[config.mk]
export PLATFORM = sky130hd
export DESIGN_NAME = debounce_evt_flat
export DESIGN_NICKNAME = d
export VERILOG_FILES = /design/src/rtl/debounce_pkg.sv /design/src/rtl/debounce_evt_if.sv /design/src/rtl/sync_2ff.sv /design/src/rtl/debounce_evt.sv /design/src/flat_wrapper.sv
export SDC_FILE = /design/constraint.sdc
export NUM_CORES = 1
export LEC_CHECK = 0
export ABC_CLOCK_PERIOD_IN_PS = 4050
export CORE_MARGIN = 10
export CORE_UTILIZATION = 25
export DETAILED_ROUTE_END_ITERATION = 12
export GPL_TIMING_DRIVEN = 0
export SETUP_SLACK_MARGIN = 0.2
export SYNTH_ARGS = -nofsm -noshare
export SYNTH_HDL_FRONTEND = slang
export SYNTH_HIERARCHICAL = 1
export SYNTH_SLANG_ARGS = --single-unit
[constraint.sdc]
create_clock -name CLK -period 4.05 [get_ports CLK]
set_clock_uncertainty 0.15 [all_clocks]
set_input_delay 0.405 -clock CLK [delete_from_list [all_inputs] [get_ports CLK]]
set_output_delay 0.405 -clock CLK [all_outputs]
set_load 0.02 [all_outputs]
[src/rtl/debounce_pkg.sv]
// Shared types and elaboration helpers for the debounce/event conditioner.
package debounce_pkg;

    typedef enum logic {
        STABLE = 1'b0,
        CHECK  = 1'b1
    } db_state_e;

    localparam int DB_CYCLES_MIN = 1;
    localparam int DB_CYCLES_MAX = 255;

    // Counter must be able to hold DB_CYCLES itself.
    function automatic int cnt_width(input int n);
        return $clog2(n + 1);
    endfunction

    function automatic bit db_cycles_ok(input int n);
        return (n >= DB_CYCLES_MIN) && (n <= DB_CYCLES_MAX);
    endfunction

endpackage

[src/rtl/debounce_evt_if.sv]
// Pad-side and consumer-side signals of one debounce channel.
interface debounce_evt_if;
    logic A;
    logic Y;
    logic RISE;
    logic FALL;
    logic EVT_VALID;
    logic EVT_DIR;
    logic EVT_ACK;
    logic OVERRUN;
    logic OVR_CLR;

    modport master (
        output A, EVT_ACK, OVR_CLR,
        input  Y, RISE, FALL, EVT_VALID, EVT_DIR, OVERRUN
    );

    modport slave (
        input  A, EVT_ACK, OVR_CLR,
        output Y, RISE, FALL, EVT_VALID, EVT_DIR, OVERRUN
    );
endinterface

[src/rtl/sync_2ff.sv]
// Two-flop synchronizer for asynchronous pad inputs, reset to a chosen level.
module sync_2ff #(
    parameter logic RST_VAL = 1'b0
) (
    input  logic clk,
    input  logic rst_n,
    input  logic d,
    output logic q
);
    logic s1_q, s2_q;

    always_ff @(posedge clk or negedge rst_n) begin
        if (!rst_n) begin
            s1_q <= RST_VAL;
            s2_q <= RST_VAL;
        end else begin
            s1_q <= d;
            s2_q <= s1_q;
        end
    end

    assign q = s2_q;
endmodule

[src/rtl/debounce_evt.sv]
// Debounced level with one-cycle edge pulses, an ACK'd edge event and a
// sticky overrun flag. Every output is a flop.
module debounce_evt
    import debounce_pkg::*;
#(
    parameter int   DB_CYCLES = 4,
    parameter logic RESET_VAL = 1'b0
) (
    input  logic          CLK,
    input  logic          R,
    debounce_evt_if.slave bus
);
    localparam int              CNT_W    = cnt_width(DB_CYCLES);
    localparam logic [CNT_W-1:0] CNT_LAST = CNT_W'(DB_CYCLES - 1);

    if (!db_cycles_ok(DB_CYCLES)) begin : g_bad_db_cycles
        $error("debounce_evt: DB_CYCLES out of range 1..255");
    end

    logic             sync2;
    db_state_e        state_q, state_d;
    logic [CNT_W-1:0] cnt_q, cnt_d;
    logic             y_q, y_d;
    logic             rise_q, rise_d, fall_q, fall_d;
    logic             evt_valid_q, evt_valid_d;
    logic             evt_dir_q, evt_dir_d;
    logic             overrun_q, overrun_d;
    logic             flip;

    sync_2ff #(.RST_VAL(RESET_VAL)) u_sync (
        .clk   (CLK),
        .rst_n (R),
        .d     (bus.A),
        .q     (sync2)
    );

    always_comb begin
        state_d = state_q;
        cnt_d   = cnt_q;
        flip    = 1'b0;
        case (state_q)
            STABLE: begin
                cnt_d = '0;
                if (sync2 != y_q) begin
                    if (DB_CYCLES == 1) begin
                        flip = 1'b1;
                    end else begin
                        state_d = CHECK;
                        cnt_d   = CNT_W'(1);
                    end
                end
            end
            CHECK: begin
                if (sync2 == y_q) begin
                    // Bounce back: the count restarts from scratch.
                    state_d = STABLE;
                    cnt_d   = '0;
                end else if (cnt_q == CNT_LAST) begin
                    flip    = 1'b1;
                    state_d = STABLE;
                    cnt_d   = '0;
                end else begin
                    cnt_d = cnt_q + CNT_W'(1);
                end
            end
        endcase
        y_d    = flip ? ~y_q : y_q;
        rise_d = flip & ~y_q;
        fall_d = flip & y_q;
    end

    always_comb begin
        evt_valid_d = evt_valid_q;
        evt_dir_d   = evt_dir_q;
        overrun_d   = overrun_q & ~bus.OVR_CLR;
        if (flip) begin
            evt_valid_d = 1'b1;
            evt_dir_d   = y_d;
            // An edge landing on an unconsumed event wins over OVR_CLR.
            if (evt_valid_q && !bus.EVT_ACK) overrun_d = 1'b1;
        end else if (bus.EVT_ACK) begin
            evt_valid_d = 1'b0;
        end
    end

    always_ff @(posedge CLK or negedge R) begin
        if (!R) begin
            state_q     <= STABLE;
            cnt_q       <= '0;
            y_q         <= RESET_VAL;
            rise_q      <= 1'b0;
            fall_q      <= 1'b0;
            evt_valid_q <= 1'b0;
            evt_dir_q   <= 1'b0;
            overrun_q   <= 1'b0;
        end else begin
            state_q     <= state_d;
            cnt_q       <= cnt_d;
            y_q         <= y_d;
            rise_q      <= rise_d;
            fall_q      <= fall_d;
            evt_valid_q <= evt_valid_d;
            evt_dir_q   <= evt_dir_d;
            overrun_q   <= overrun_d;
        end
    end

    assign bus.Y         = y_q;
    assign bus.RISE      = rise_q;
    assign bus.FALL      = fall_q;
    assign bus.EVT_VALID = evt_valid_q;
    assign bus.EVT_DIR   = evt_dir_q;
    assign bus.OVERRUN   = overrun_q;
endmodule

[src/flat_wrapper.sv]
// flat-port wrapper written by rule: the top's interface ports become plain ports
module debounce_evt_flat import debounce_pkg::*;
#(
    parameter int   DB_CYCLES = 4,
    parameter logic RESET_VAL = 1'b0
)
  (CLK, R, bus_A, bus_EVT_ACK, bus_OVR_CLR, bus_Y, bus_RISE, bus_FALL, bus_EVT_VALID, bus_EVT_DIR, bus_OVERRUN);
  debounce_evt_if bus_i ();
  input  logic CLK;
  input  logic R;
  input wire logic [$bits(bus_i.A)-1:0] bus_A;
  input wire logic [$bits(bus_i.EVT_ACK)-1:0] bus_EVT_ACK;
  input wire logic [$bits(bus_i.OVR_CLR)-1:0] bus_OVR_CLR;
  output wire logic [$bits(bus_i.Y)-1:0] bus_Y;
  output wire logic [$bits(bus_i.RISE)-1:0] bus_RISE;
  output wire logic [$bits(bus_i.FALL)-1:0] bus_FALL;
  output wire logic [$bits(bus_i.EVT_VALID)-1:0] bus_EVT_VALID;
  output wire logic [$bits(bus_i.EVT_DIR)-1:0] bus_EVT_DIR;
  output wire logic [$bits(bus_i.OVERRUN)-1:0] bus_OVERRUN;
  assign bus_i.A = bus_A;
  assign bus_i.EVT_ACK = bus_EVT_ACK;
  assign bus_i.OVR_CLR = bus_OVR_CLR;
  assign bus_Y = bus_i.Y;
  assign bus_RISE = bus_i.RISE;
  assign bus_FALL = bus_i.FALL;
  assign bus_EVT_VALID = bus_i.EVT_VALID;
  assign bus_EVT_DIR = bus_i.EVT_DIR;
  assign bus_OVERRUN = bus_i.OVERRUN;
  debounce_evt #(.DB_CYCLES(DB_CYCLES), .RESET_VAL(RESET_VAL)) u_core (.CLK(CLK), .R(R), .bus(bus_i));
endmodule
==> flow_results.xml, run 1 <==
<?xml version="1.0" encoding="UTF-8"?>
<metrics>
  <group name="status">
    <metric name="run_status" unit="">completed</metric>
  </group>
  <group name="clock_network">
    <metric name="cts_htree_levels" unit="">1</metric>
    <metric name="cts.hold.buffers_added" unit="">0</metric>
    <metric name="cts.clk_slew.worst_paths" unit="ps">70</metric>
    <metric name="cts-buffers-inserted" unit="">3</metric>
    <metric name="clock-sinks" unit="">12</metric>
    <metric name="tritoncts" unit="">done</metric>
    <metric name="post_cts.resized_instances" unit="">0</metric>
    <metric name="post_cts_buffers" unit="">0</metric>
    <metric name="cts_root_buf" unit="">clkbuf_4</metric>
    <metric name="cts_buffer_depth" unit="">2</metric>
    <metric name="clk_latency" unit="ps">270</metric>
  </group>
  <group name="layout">
    <metric name="postLayoutCoreUtil" unit="%">35.4</metric>
    <metric name="antennaDiodeCount" unit="">0</metric>
    <metric name="n_fill_cell" unit="">175</metric>
    <metric name="drive_gt1_share" unit="%">14.9</metric>
    <metric name="flow.area_growth_from_synthesis" unit="%">35.8</metric>
    <metric name="fin_nets" unit="">55</metric>
    <metric name="post-route-cell-area" unit="um^2">598</metric>
  </group>
  <group name="power">
    <metric name="leakagePower" unit="uW">0.000292</metric>
    <metric name="power-per-cell-area" unit="nW/um^2">574</metric>
    <metric name="worst_ir_drop_vdd" unit="mV">0.243</metric>
    <metric name="share_seq_of_total_power" unit="%">46.6</metric>
    <metric name="power.total" unit="uW">343</metric>
    <metric name="cell_internal_pwr" unit="uW">244</metric>
    <metric name="p_switching" unit="uW">99.5</metric>
    <metric name="combPwrFrac" unit="%">26.4</metric>
    <metric name="pwr-share-clk" unit="%">27.1</metric>
    <metric name="p_sw_share" unit="%">29.0</metric>
  </group>
  <group name="critical_path">
    <metric name="crit_path_start" unit="">u_core/bus.Y</metric>
    <metric name="timing.critical_path.cells" unit="">clkdlybuf4s50_1</metric>
    <metric name="critical_path.endpoint_type" unit="">output pin</metric>
    <metric name="worstPathRequired" unit="ps">3490</metric>
    <metric name="cp_num_buf_inv" unit="">1</metric>
    <metric name="critPathCapture" unit="">bus_Y</metric>
    <metric name="worstSetupStartpointType" unit="">flip-flop</metric>
    <metric name="cp.depth" unit="">1</metric>
    <metric name="reg2reg_from" unit="">u_core/cnt_q[0]</metric>
    <metric name="worst_path_max_delay_cell" unit="">clkdlybuf4s50_1</metric>
    <metric name="reg2reg_slack" unit="ps">2280</metric>
    <metric name="reg2regPathDepth" unit="">7</metric>
    <metric name="critical_path_peak_fanout" unit="">3</metric>
    <metric name="critical_path.max_stage_delay" unit="ps">620</metric>
    <metric name="cpLargestDelayFamily" unit="">buffers and inverters</metric>
    <metric name="endpoint_of_the_most_critical_register_to_register_path" unit="">u_core/bus.EVT_DIR</metric>
    <metric name="worstSetupPathType" unit="">flip-flop to output pin</metric>
    <metric name="cp_data_arrival_time" unit="ps">1270</metric>
  </group>
  <group name="timing">
    <metric name="max_slew.worst_pin.slew" unit="ps">510</metric>
    <metric name="min_period" unit="ps">1830</metric>
    <metric name="maxClockFrequency" unit="GHz">0.548</metric>
    <metric name="maxSlewHeadroom" unit="%">65.9</metric>
    <metric name="report.final.hold_viol_count" unit="">0</metric>
    <metric name="final_max_slew_viol_count" unit="">0</metric>
    <metric name="setup_tns" unit="ps">0</metric>
    <metric name="fin_crit_sh" unit="%">45.1</metric>
    <metric name="hold-worst-slack" unit="ps">201</metric>
    <metric name="rsz0062_at_grt" unit="">false</metric>
    <metric name="setup_violations" unit="">0</metric>
  </group>
  <group name="floorplanning">
    <metric name="placeableCoreArea" unit="um^2">1690</metric>
    <metric name="die-height" unit="um">62.0</metric>
    <metric name="design.portCount" unit="">11</metric>
    <metric name="start_util" unit="%">26.1</metric>
    <metric name="placement_rows" unit="">15</metric>
    <metric name="die_w" unit="um">62.0</metric>
    <metric name="die_area" unit="um^2">3840</metric>
  </group>
  <group name="yosys">
    <metric name="synth-seq-cells" unit="">12</metric>
    <metric name="synth_cell_type_count" unit="">16</metric>
    <metric name="synthesized_area_per_cell" unit="um^2">13.3</metric>
    <metric name="yosysSeqAreaShare" unit="%">68.2</metric>
    <metric name="synthesis.area" unit="um^2">440</metric>
    <metric name="synth_cells" unit="">33</metric>
    <metric name="synth_nets" unit="">40</metric>
    <metric name="synth-warning-count" unit="">6</metric>
  </group>
  <group name="detailed_routing">
    <metric name="drtPass1Iterations" unit="">4</metric>
    <metric name="drc" unit="">0</metric>
    <metric name="ant_nets" unit="">0</metric>
    <metric name="wl_per_cell" unit="um">10.7</metric>
    <metric name="drt-vias-per-instance" unit="">4.28</metric>
    <metric name="wl" unit="um">687</metric>
    <metric name="first_iter_violations" unit="">5</metric>
    <metric name="via_count" unit="">274</metric>
  </group>
  <group name="global_route">
    <metric name="grt_pass1_wl" unit="mm">1.19</metric>
    <metric name="grt_pass1_vias" unit="">278</metric>
    <metric name="grt_overflow" unit="">0</metric>
    <metric name="grt_use_total" unit="%">4.63</metric>
    <metric name="grt_start_max_net_pins" unit="">13</metric>
    <metric name="antenna_found_initial" unit="">0</metric>
  </group>
  <group name="placed_design">
    <metric name="dp.final_hpwl" unit="um">560</metric>
    <metric name="postPlaceCellArea" unit="um^2">562</metric>
    <metric name="port_buffers" unit="">10</metric>
    <metric name="place.gp.congestion" unit="">0.616</metric>
  </group>
  <group name="worst_hold_path">
    <metric name="min_path_type" unit="">flip-flop to flip-flop</metric>
  </group>
  <group name="job">
    <metric name="maxCapViolCount" unit="">0</metric>
  </group>
</metrics>
cells in the final DEF (no fill, tap or decap), types with 2 or more instances in the layout:
| cell | synthesis | final |
|---|---|---|
| clkdlybuf4s50_1 | 0 | 10 |
| ha_1 | 2 | 2 |
| dfrtp_1 | 12 | 12 |
| inv_1 | 5 | 5 |
| nand2_1 | 2 | 2 |
| clkbuf_4 | 0 | 3 |
metrics by stage:
stage | cells | worst slack [ps]
after floorplan | 33 | 2370
after global placement | 60 | 2250
after detailed placement | 60 | 2260
after CTS | 64 | 2200
after global routing | 64 | 2160
final | 64 | 2220
metal layers:
layer | global-route usage, % | share of wire (%)
met5 | 0 | 0
met4 | 2.87 | 1.3
met3 | 4.47 | 13
met2 | 5.85 | 38
met1 | 4.73 | 47
state kept, by name, indices dropped and copies added (netlist names):
register	count
u_core/bus.EVT_DIR	1
u_core/bus.RISE	1
u_core/cnt_q	3
u_core/u_sync/q	1
u_core/u_sync/s1_q	1
u_core/bus.FALL	1
u_core/bus.Y	1
u_core/bus.EVT_VALID	1
u_core/state_q	1
u_core/bus.OVERRUN	1
cell type report:
class | count | area (um^2) | share of cell area [%]
inverter | 5 | 18.8 | 3.14
tap | 17 | 21.3 | 3.56
multi-input combinational | 16 | 121 | 20.3
sequential | 12 | 300 | 50.2
timing repair buffer | 10 | 100 | 16.7
clock buffer | 4 | 36.3 | 6.07
kinds of logic after synthesis:
family / count (synthesis) / share of synthesized area (%)
buffers and inverters: 5 / 4.26
and+or+nand+nor: 9 / 12.2
xor gates and xnor gates: 1 / 1.99
muxes: 1 / 3.41
adders and majority gates: 2 / 5.68
DFF: 12 / 68.2
AOI/OAI and AO/OA: 3 / 4.26
synth_stat cells:
| master | instances | area share, % |
|---|---|---|
| inv_1 | 5 | 4.3 |
| and2_2 | 1 | 1.7 |
| nor3_1 | 1 | 1.1 |
| o22ai_1 | 1 | 1.4 |
| a21boi_0 | 1 | 1.7 |
| nand2b_2 | 1 | 2.0 |
| xor2_1 | 1 | 2.0 |
| nand2_1 | 2 | 1.7 |
| nor3b_1 | 1 | 1.7 |
| o21ai_0 | 1 | 1.1 |
| ha_1 | 2 | 5.7 |
| nand2b_1 | 1 | 1.4 |
| nor2_1 | 1 | 0.85 |
| mux2_4 | 1 | 3.4 |
| nand3b_1 | 1 | 1.7 |
| dfrtp_1 | 12 | 68 |
power by group through the flow:
| stage | Combinational (uW) | Clock, uW | Sequential (uW) |
|---|---|---|---|
| after global routing | 101 | 105 | 163 |
| after global placement | 91.7 | 0 | 162 |
| after floorplan | 45.9 | 0 | 172 |
| final | 90.4 | 92.9 | 160 |
| after CTS | 92.3 | 96.3 | 161 |
| after detailed placement | 91.8 | 0 | 163 |
worst min-delay path by stage:
stage / start / end / slack [ps] / cells after the start
detailed placement: u_core/u_sync/s1_q / u_core/u_sync/q / 190 / 0
floorplan: R / u_core/bus.EVT_DIR / -40 / 0
CTS: u_core/u_sync/s1_q / u_core/u_sync/q / 200 / 0
global route: u_core/u_sync/s1_q / u_core/u_sync/q / 230 / 0
global placement: u_core/u_sync/s1_q / u_core/u_sync/q / 180 / 0
finish: u_core/u_sync/s1_q / u_core/u_sync/q / 200 / 0
Power figures use the tool's default switching activity.
==> inputs of run 2 (changes only) <==
--- a/config.mk
+++ b/config.mk
@@ -5,7 +5,7 @@
 export SDC_FILE = /design/constraint.sdc
 export NUM_CORES = 1
 export LEC_CHECK = 0
-export ABC_CLOCK_PERIOD_IN_PS = 4050
+export ABC_CLOCK_PERIOD_IN_PS = 1600
 export CORE_MARGIN = 10
 export CORE_UTILIZATION = 25
 export DETAILED_ROUTE_END_ITERATION = 12
==> constraint.sdc (replaced) <==
create_clock -name CLK -period 1.6 [get_ports CLK]
set_clock_uncertainty 0.15 [all_clocks]
set_input_delay 0.16 -clock CLK [delete_from_list [all_inputs] [get_ports CLK]]
set_output_delay 0.16 -clock CLK [all_outputs]
set_load 0.02 [all_outputs]
==> flow_results.xml, run 2 (synthesis gave the netlist of run 1 again) <==
<?xml version="1.0" encoding="UTF-8"?>
<metrics>
  <group name="clock_network">
    <metric name="cts-buffers-inserted" unit="">3</metric>
    <metric name="cts.clk_slew.worst_paths" unit="ps">80</metric>
    <metric name="cts_root_buf" unit="">clkbuf_4</metric>
    <metric name="clk_latency" unit="ps">270</metric>
    <metric name="tritoncts" unit="">done</metric>
    <metric name="cts_buffer_depth" unit="">2</metric>
    <metric name="clock-sinks" unit="">12</metric>
    <metric name="cts_htree_levels" unit="">1</metric>
  </group>
  <group name="timing">
    <metric name="max_slew.worst_pin.slew" unit="ps">529</metric>
    <metric name="post-route-worst-setup-slack" unit="ps">-97.1</metric>
    <metric name="rsz0062_at_grt" unit="">true</metric>
    <metric name="report.final.hold_viol_count" unit="">0</metric>
    <metric name="final_max_slew_viol_count" unit="">0</metric>
    <metric name="maxSlewHeadroom" unit="%">64.6</metric>
    <metric name="min_period" unit="ps">1700</metric>
    <metric name="maxClockFrequency" unit="GHz">0.589</metric>
    <metric name="fin_crit_sh" unit="%">106</metric>
    <metric name="setup_violations" unit="">2</metric>
  </group>
  <group name="critical_path">
    <metric name="worstPathRequired" unit="ps">1610</metric>
    <metric name="critical_path.max_stage_delay" unit="ps">390</metric>
    <metric name="endpoint_of_the_most_critical_register_to_register_path" unit="">u_core/bus.EVT_DIR</metric>
    <metric name="critical_path.endpoint_type" unit="">flip-flop</metric>
    <metric name="critical_path_peak_fanout" unit="">2</metric>
    <metric name="worstSetupPathType" unit="">flip-flop to flip-flop</metric>
    <metric name="worst_path_max_delay_cell" unit="">dfrtp_1</metric>
    <metric name="worstSetupStartpointType" unit="">flip-flop</metric>
    <metric name="reg2reg_from" unit="">u_core/cnt_q[0]</metric>
    <metric name="timing.critical_path.cells" unit="">ha_2, nand3b_1, nand2b_4, inv_4, ha_4, inv_2, mux2_4</metric>
    <metric name="reg2regPathDepth" unit="">7</metric>
    <metric name="reg2reg_slack" unit="ps">-100</metric>
    <metric name="cp_data_arrival_time" unit="ps">1710</metric>
  </group>
  <group name="global_route">
    <metric name="grt_pass1_wl" unit="mm">1.56</metric>
    <metric name="grt_start_max_net_pins" unit="">13</metric>
    <metric name="antenna_found_initial" unit="">0</metric>
    <metric name="grt_use_total" unit="%">5.87</metric>
    <metric name="grt_overflow" unit="">0</metric>
    <metric name="grt_pass1_vias" unit="">328</metric>
  </group>
  <group name="status">
    <metric name="violations" unit="">setup timing</metric>
    <metric name="run_status" unit="">complete, but fails checks</metric>
  </group>
  <group name="placed_design">
    <metric name="place.gp.congestion" unit="">0.604</metric>
    <metric name="postPlaceCellArea" unit="um^2">583</metric>
    <metric name="dp.final_hpwl" unit="um">627</metric>
    <metric name="port_buffers" unit="">10</metric>
    <metric name="pre_cts_ws" unit="ps">-110</metric>
  </group>
  <group name="layout">
    <metric name="post-route-cell-area" unit="um^2">686</metric>
    <metric name="final_cell_mix" unit="">dfrtp_1 (11), buf_4 (7), dlygate4sd2_1 (6)</metric>
    <metric name="drive_gt1_share" unit="%">38.2</metric>
    <metric name="total_area_of_multi_input_combinational_cells" unit="um^2">149</metric>
    <metric name="flow.area_growth_from_synthesis" unit="%">55.7</metric>
    <metric name="postLayoutCoreUtil" unit="%">40.6</metric>
    <metric name="regMostFlops" unit="">u_core/cnt_q</metric>
    <metric name="antennaDiodeCount" unit="">0</metric>
    <metric name="n_fill_cell" unit="">169</metric>
    <metric name="register_area" unit="um^2">302</metric>
    <metric name="fin_nets" unit="">63</metric>
    <metric name="layout.cells.most_common" unit="">dfrtp_1</metric>
    <metric name="largest_reg_flops" unit="">3</metric>
  </group>
  <group name="floorplanning">
    <metric name="placeableCoreArea" unit="um^2">1690</metric>
    <metric name="placement_rows" unit="">15</metric>
    <metric name="die_area" unit="um^2">3840</metric>
    <metric name="start_util" unit="%">26.1</metric>
    <metric name="design.portCount" unit="">11</metric>
    <metric name="die_w" unit="um">62.0</metric>
    <metric name="die-height" unit="um">62.0</metric>
  </group>
  <group name="power">
    <metric name="power.total" unit="uW">975</metric>
    <metric name="power-per-cell-area" unit="nW/um^2">1420</metric>
    <metric name="leakagePower" unit="uW">0.000359</metric>
    <metric name="worst_ir_drop_vdd" unit="mV">0.650</metric>
  </group>
  <group name="job">
    <metric name="maxCapViolCount" unit="">0</metric>
  </group>
  <group name="detailed_routing">
    <metric name="ant_nets" unit="">0</metric>
    <metric name="drt-vias-per-instance" unit="">4.36</metric>
    <metric name="drtPass1Iterations" unit="">3</metric>
    <metric name="wl_per_cell" unit="um">13.4</metric>
    <metric name="first_iter_violations" unit="">3</metric>
    <metric name="wl" unit="um">965</metric>
    <metric name="via_count" unit="">314</metric>
    <metric name="drc" unit="">0</metric>
  </group>
  <group name="worst_hold_path">
    <metric name="min_path_type" unit="">primary input to asynchronous set/reset pin</metric>
  </group>
</metrics>
[run 2: power breakdown]
| group | total [uW] | leakage, uW | switching [uW] | internal, uW |
|---|---|---|---|---|
| Combinational | 317 | 0.000183 | 157 | 160 |
| Clock | 242 | 0.0000210 | 104 | 138 |
| Sequential | 416 | 0.000156 | 46.6 | 370 |
[run 2: area by class of cell]
cell class	instances	area share, %
Multi-Input combinational cell	16	21.7
Sequential cell	12	44.0
Clock buffer	4	5.29
Tap cell	17	3.10
Timing Repair Buffer	18	22.8
Inverter	5	3.10
[run 2: critical path: cells and delay by family (launching register included)]
| family | cells | cell delay (ps) |
|---|---|---|
| adders and majority gates | 2 | 430 |
| DFF | 1 | 390 |
| and+or+nand+nor | 2 | 280 |
| muxes | 1 | 260 |
| buffers and inverters | 2 | 70 |
[run 2: worst max-delay path by stage]
| stage | cells past startpoint | slack (ps) | endpoint | start |
|---|---|---|---|---|
| floorplan | 7 | -20 | u_core/bus.EVT_DIR | u_core/cnt_q[0] |
| global placement | 7 | -110 | u_core/bus.EVT_DIR | u_core/cnt_q[0] |
| detailed placement | 7 | -110 | u_core/bus.EVT_DIR | u_core/cnt_q[0] |
| CTS | 7 | -60 | u_core/bus.EVT_DIR | u_core/cnt_q[0] |
| global route | 7 | -130 | u_core/bus.EVT_DIR | u_core/cnt_q[0] |
| finish | 7 | -100 | u_core/bus.EVT_DIR | u_core/cnt_q[0] |
[run 2: repair_timing]
action,CTS,global route
gates cloned,0,0
setup endpoints to repair,8,5
pin swaps,2,2
hold buffers,0,0
resized for setup,6,3
setup buffers,6,2
[run 2: metrics by stage]
stage,TNS (ps),cells,hold WS [ps]
3_3_place_gp,-111,60,182
6_report,-126,72,82.0
4_1_cts,-58.7,70,98.1
5_1_grt,-209,72,108
3_5_place_dp,-110,60,193
2_1_floorplan,-19.2,33,-286
[run 2: layer usage]
metal / vias to the layer above / wire length [um] / part of all wire (%) / track usage [%]
li1: 153 / - / - / -
met1: 153 / 359 / 37 / 5.88
met4: 0 / 0 / 0 / 2.87
met2: 8 / 524 / 54 / 8.92
met3: 0 / 81 / 8.4 / 4.27
met5: - / 0 / 0 / 0
==> inputs of run 3 (changes only) <==
--- a/config.mk
+++ b/config.mk
@@ -6,10 +6,14 @@
 export NUM_CORES = 1
 export LEC_CHECK = 0
 export ABC_CLOCK_PERIOD_IN_PS = 1600
+export CELL_PAD_IN_SITES_DETAIL_PLACEMENT = 0
+export CELL_PAD_IN_SITES_GLOBAL_PLACEMENT = 1
+export CORE_ASPECT_RATIO = 1.1
 export CORE_MARGIN = 10
 export CORE_UTILIZATION = 25
 export DETAILED_ROUTE_END_ITERATION = 12
 export GPL_TIMING_DRIVEN = 0
+export PLACE_DENSITY_LB_ADDON = 0.1
 export SETUP_SLACK_MARGIN = 0.2
 export SYNTH_ARGS = -nofsm -noshare
 export SYNTH_HDL_FRONTEND = slang
==> flow_results.xml, run 3 (synthesis gave the netlist of run 1 again) <==
<?xml version="1.0" encoding="UTF-8"?>
<metrics>
  <group name="detailed_routing">
    <metric name="wl_per_cell" unit="um">11.3</metric>
    <metric name="routed-wl-met2" unit="um">367</metric>
    <metric name="first_iter_violations" unit="">1</metric>
    <metric name="ant_nets" unit="">0</metric>
    <metric name="via_count" unit="">296</metric>
    <metric name="dr_wl_met3" unit="um">79</metric>
    <metric name="drtPass1Iterations" unit="">2</metric>
    <metric name="wl" unit="um">783</metric>
    <metric name="met1_length" unit="um">337</metric>
    <metric name="drt-vias-per-instance" unit="">4.29</metric>
    <metric name="drc" unit="">0</metric>
    <metric name="dr_top_layer" unit="">met3</metric>
  </group>
  <group name="critical_path">
    <metric name="worstPathRequired" unit="ps">1610</metric>
    <metric name="critical_path.endpoint_type" unit="">flip-flop</metric>
    <metric name="cp_data_arrival_time" unit="ps">1660</metric>
    <metric name="worstSetupStartpointType" unit="">flip-flop</metric>
    <metric name="worstSetupPathType" unit="">flip-flop to flip-flop</metric>
    <metric name="critical_path_peak_fanout" unit="">2</metric>
  </group>
  <group name="global_route">
    <metric name="grt_pass1_wl" unit="mm">1.41</metric>
    <metric name="grt_pass1_vias" unit="">362</metric>
    <metric name="grt_use_total" unit="%">4.64</metric>
    <metric name="grt_overflow" unit="">0</metric>
    <metric name="antenna_found_initial" unit="">0</metric>
    <metric name="grt_start_max_net_pins" unit="">13</metric>
  </group>
  <group name="floorplanning">
    <metric name="placement_rows" unit="">15</metric>
    <metric name="die-height" unit="um">64.0</metric>
    <metric name="design.portCount" unit="">11</metric>
    <metric name="start_util" unit="%">27.3</metric>
    <metric name="placeableCoreArea" unit="um^2">1610</metric>
    <metric name="die_area" unit="um^2">3840</metric>
    <metric name="die_w" unit="um">60.0</metric>
  </group>
  <group name="layout">
    <metric name="instances_no_fill" unit="">69</metric>
    <metric name="drive_gt1_share" unit="%">32.7</metric>
    <metric name="flow.area_growth_from_synthesis" unit="%">48.0</metric>
    <metric name="antennaDiodeCount" unit="">0</metric>
    <metric name="regMostFlops" unit="">u_core/cnt_q</metric>
    <metric name="postLayoutCoreUtil" unit="%">40.4</metric>
    <metric name="layout.cells.most_common" unit="">dfrtp_1</metric>
    <metric name="final_cell_mix" unit="">dfrtp_1 (11), dlygate4sd2_1 (6), buf_4 (5)</metric>
    <metric name="fin_nets" unit="">60</metric>
    <metric name="largest_reg_flops" unit="">3</metric>
  </group>
  <group name="power">
    <metric name="pwr-share-clk" unit="%">26.0</metric>
    <metric name="leakagePower" unit="uW">0.000343</metric>
    <metric name="combPwrFrac" unit="%">29.4</metric>
    <metric name="p_sw_share" unit="%">30.1</metric>
    <metric name="cell_internal_pwr" unit="uW">637</metric>
    <metric name="power.total" unit="uW">911</metric>
    <metric name="p_switching" unit="uW">274</metric>
    <metric name="worst_ir_drop_vdd" unit="mV">0.693</metric>
    <metric name="power-per-cell-area" unit="nW/um^2">1400</metric>
    <metric name="share_seq_of_total_power" unit="%">44.6</metric>
  </group>
  <group name="status">
    <metric name="run_status" unit="">complete, but fails checks</metric>
    <metric name="violations" unit="">setup timing</metric>
  </group>
  <group name="clock_network">
    <metric name="cts-buffers-inserted" unit="">3</metric>
    <metric name="clk_latency" unit="ps">260</metric>
    <metric name="cts.hold.buffers_added" unit="">0</metric>
    <metric name="cts_htree_levels" unit="">1</metric>
    <metric name="cts.clk_slew.worst_paths" unit="ps">80</metric>
    <metric name="cts_buffer_depth" unit="">2</metric>
    <metric name="tritoncts" unit="">done</metric>
    <metric name="cts_root_buf" unit="">clkbuf_4</metric>
    <metric name="clock-sinks" unit="">12</metric>
  </group>
  <group name="timing">
    <metric name="maxClockFrequency" unit="GHz">0.605</metric>
    <metric name="fin_crit_sh" unit="%">103</metric>
    <metric name="rsz0062_at_grt" unit="">true</metric>
    <metric name="post-route-worst-setup-slack" unit="ps">-51.7</metric>
    <metric name="min_period" unit="ps">1650</metric>
    <metric name="setup_violations" unit="">1</metric>
    <metric name="final_max_slew_viol_count" unit="">0</metric>
    <metric name="report.final.hold_viol_count" unit="">0</metric>
    <metric name="max_slew.worst_pin.slew" unit="ps">525</metric>
    <metric name="maxSlewHeadroom" unit="%">64.9</metric>
  </group>
  <group name="worst_hold_path">
    <metric name="min_path_type" unit="">primary input to asynchronous set/reset pin</metric>
  </group>
  <group name="job">
    <metric name="maxCapViolCount" unit="">0</metric>
  </group>
  <group name="placed_design">
    <metric name="place.gp.congestion" unit="">0.626</metric>
    <metric name="placedCellCount" unit="">60</metric>
    <metric name="port_buffers" unit="">10</metric>
    <metric name="pre_cts_ws" unit="ps">-112</metric>
    <metric name="dp.final_hpwl" unit="um">596</metric>
  </group>
</metrics>
## run 3: cell count changes in the layout (fill, tap and decap cells not counted), sizes merged
cell,before,now
buf,8,5
## run 3: worst paths after layout
kind | startpoint | to | slack, ps | cells after the start
max in group asynchronous | R | u_core/bus.Y | 840 | 1
worst max register to register | u_core/cnt_q[0] | u_core/bus.EVT_DIR | -50 | 7
worst max-delay path | u_core/cnt_q[0] | u_core/bus.EVT_DIR | -50 | 7
worst min-delay path | R | u_core/bus.FALL | 80 | 1
min in group CLK | bus_A | u_core/u_sync/s1_q | 180 | 1
worst min register to register | u_core/u_sync/s1_q | u_core/u_sync/q | 200 | 0
## run 3: power groups by stage
stage	logic (uW)	clock network, uW	registers, uW
floorplan	142	0	438
CTS	260	251	409
finish	267	237	406
global placement	257	0	412
detailed placement	261	0	416
global route	306	261	418
## run 3: critical path, stage by stage (launching register included)
cell	delay, ps
dfrtp_1	390
ha_2	180
nand3b_1	110
nand2b_4	150
inv_4	40
ha_4	250
inv_2	30
mux2_4	250
## run 3: what timing repair did
| action | CTS | global route |
|---|---|---|
| resized for setup | 6 | 1 |
| hold endpoints to repair | 0 | 0 |
| setup endpoints to repair | 8 | 3 |
| buffers inserted | 3 | 2 |
| pin swaps | 1 | 1 |
## run 3: final cells by class
type	count	area, um^2
Tap cell	17	21.3
Fill cell	168	962
Clock buffer	4	36.3
Inverter	5	21.3
Multi-Input combinational cell	16	141
Sequential cell	12	302
Timing Repair Buffer	15	130
## run 3: per-stage QoR
stage	cell area [um^2]	TNS, ps	hold WS (ps)
finish	652	-51.7	84.8
CTS	634	-72.1	103
global placement	583	-112	184
floorplan	462	-19.2	-286
global route	652	-119	117
detailed placement	583	-112	187
## run 3: layer usage
| layer | vias up | global-route usage [%] |
|---|---|---|
| li1 | 144 | - |
| met1 | 142 | 4.68 |
| met2 | 10 | 6.83 |
| met3 | 0 | 2.77 |
| met4 | 0 | 3.37 |
| met5 | - | 0 |
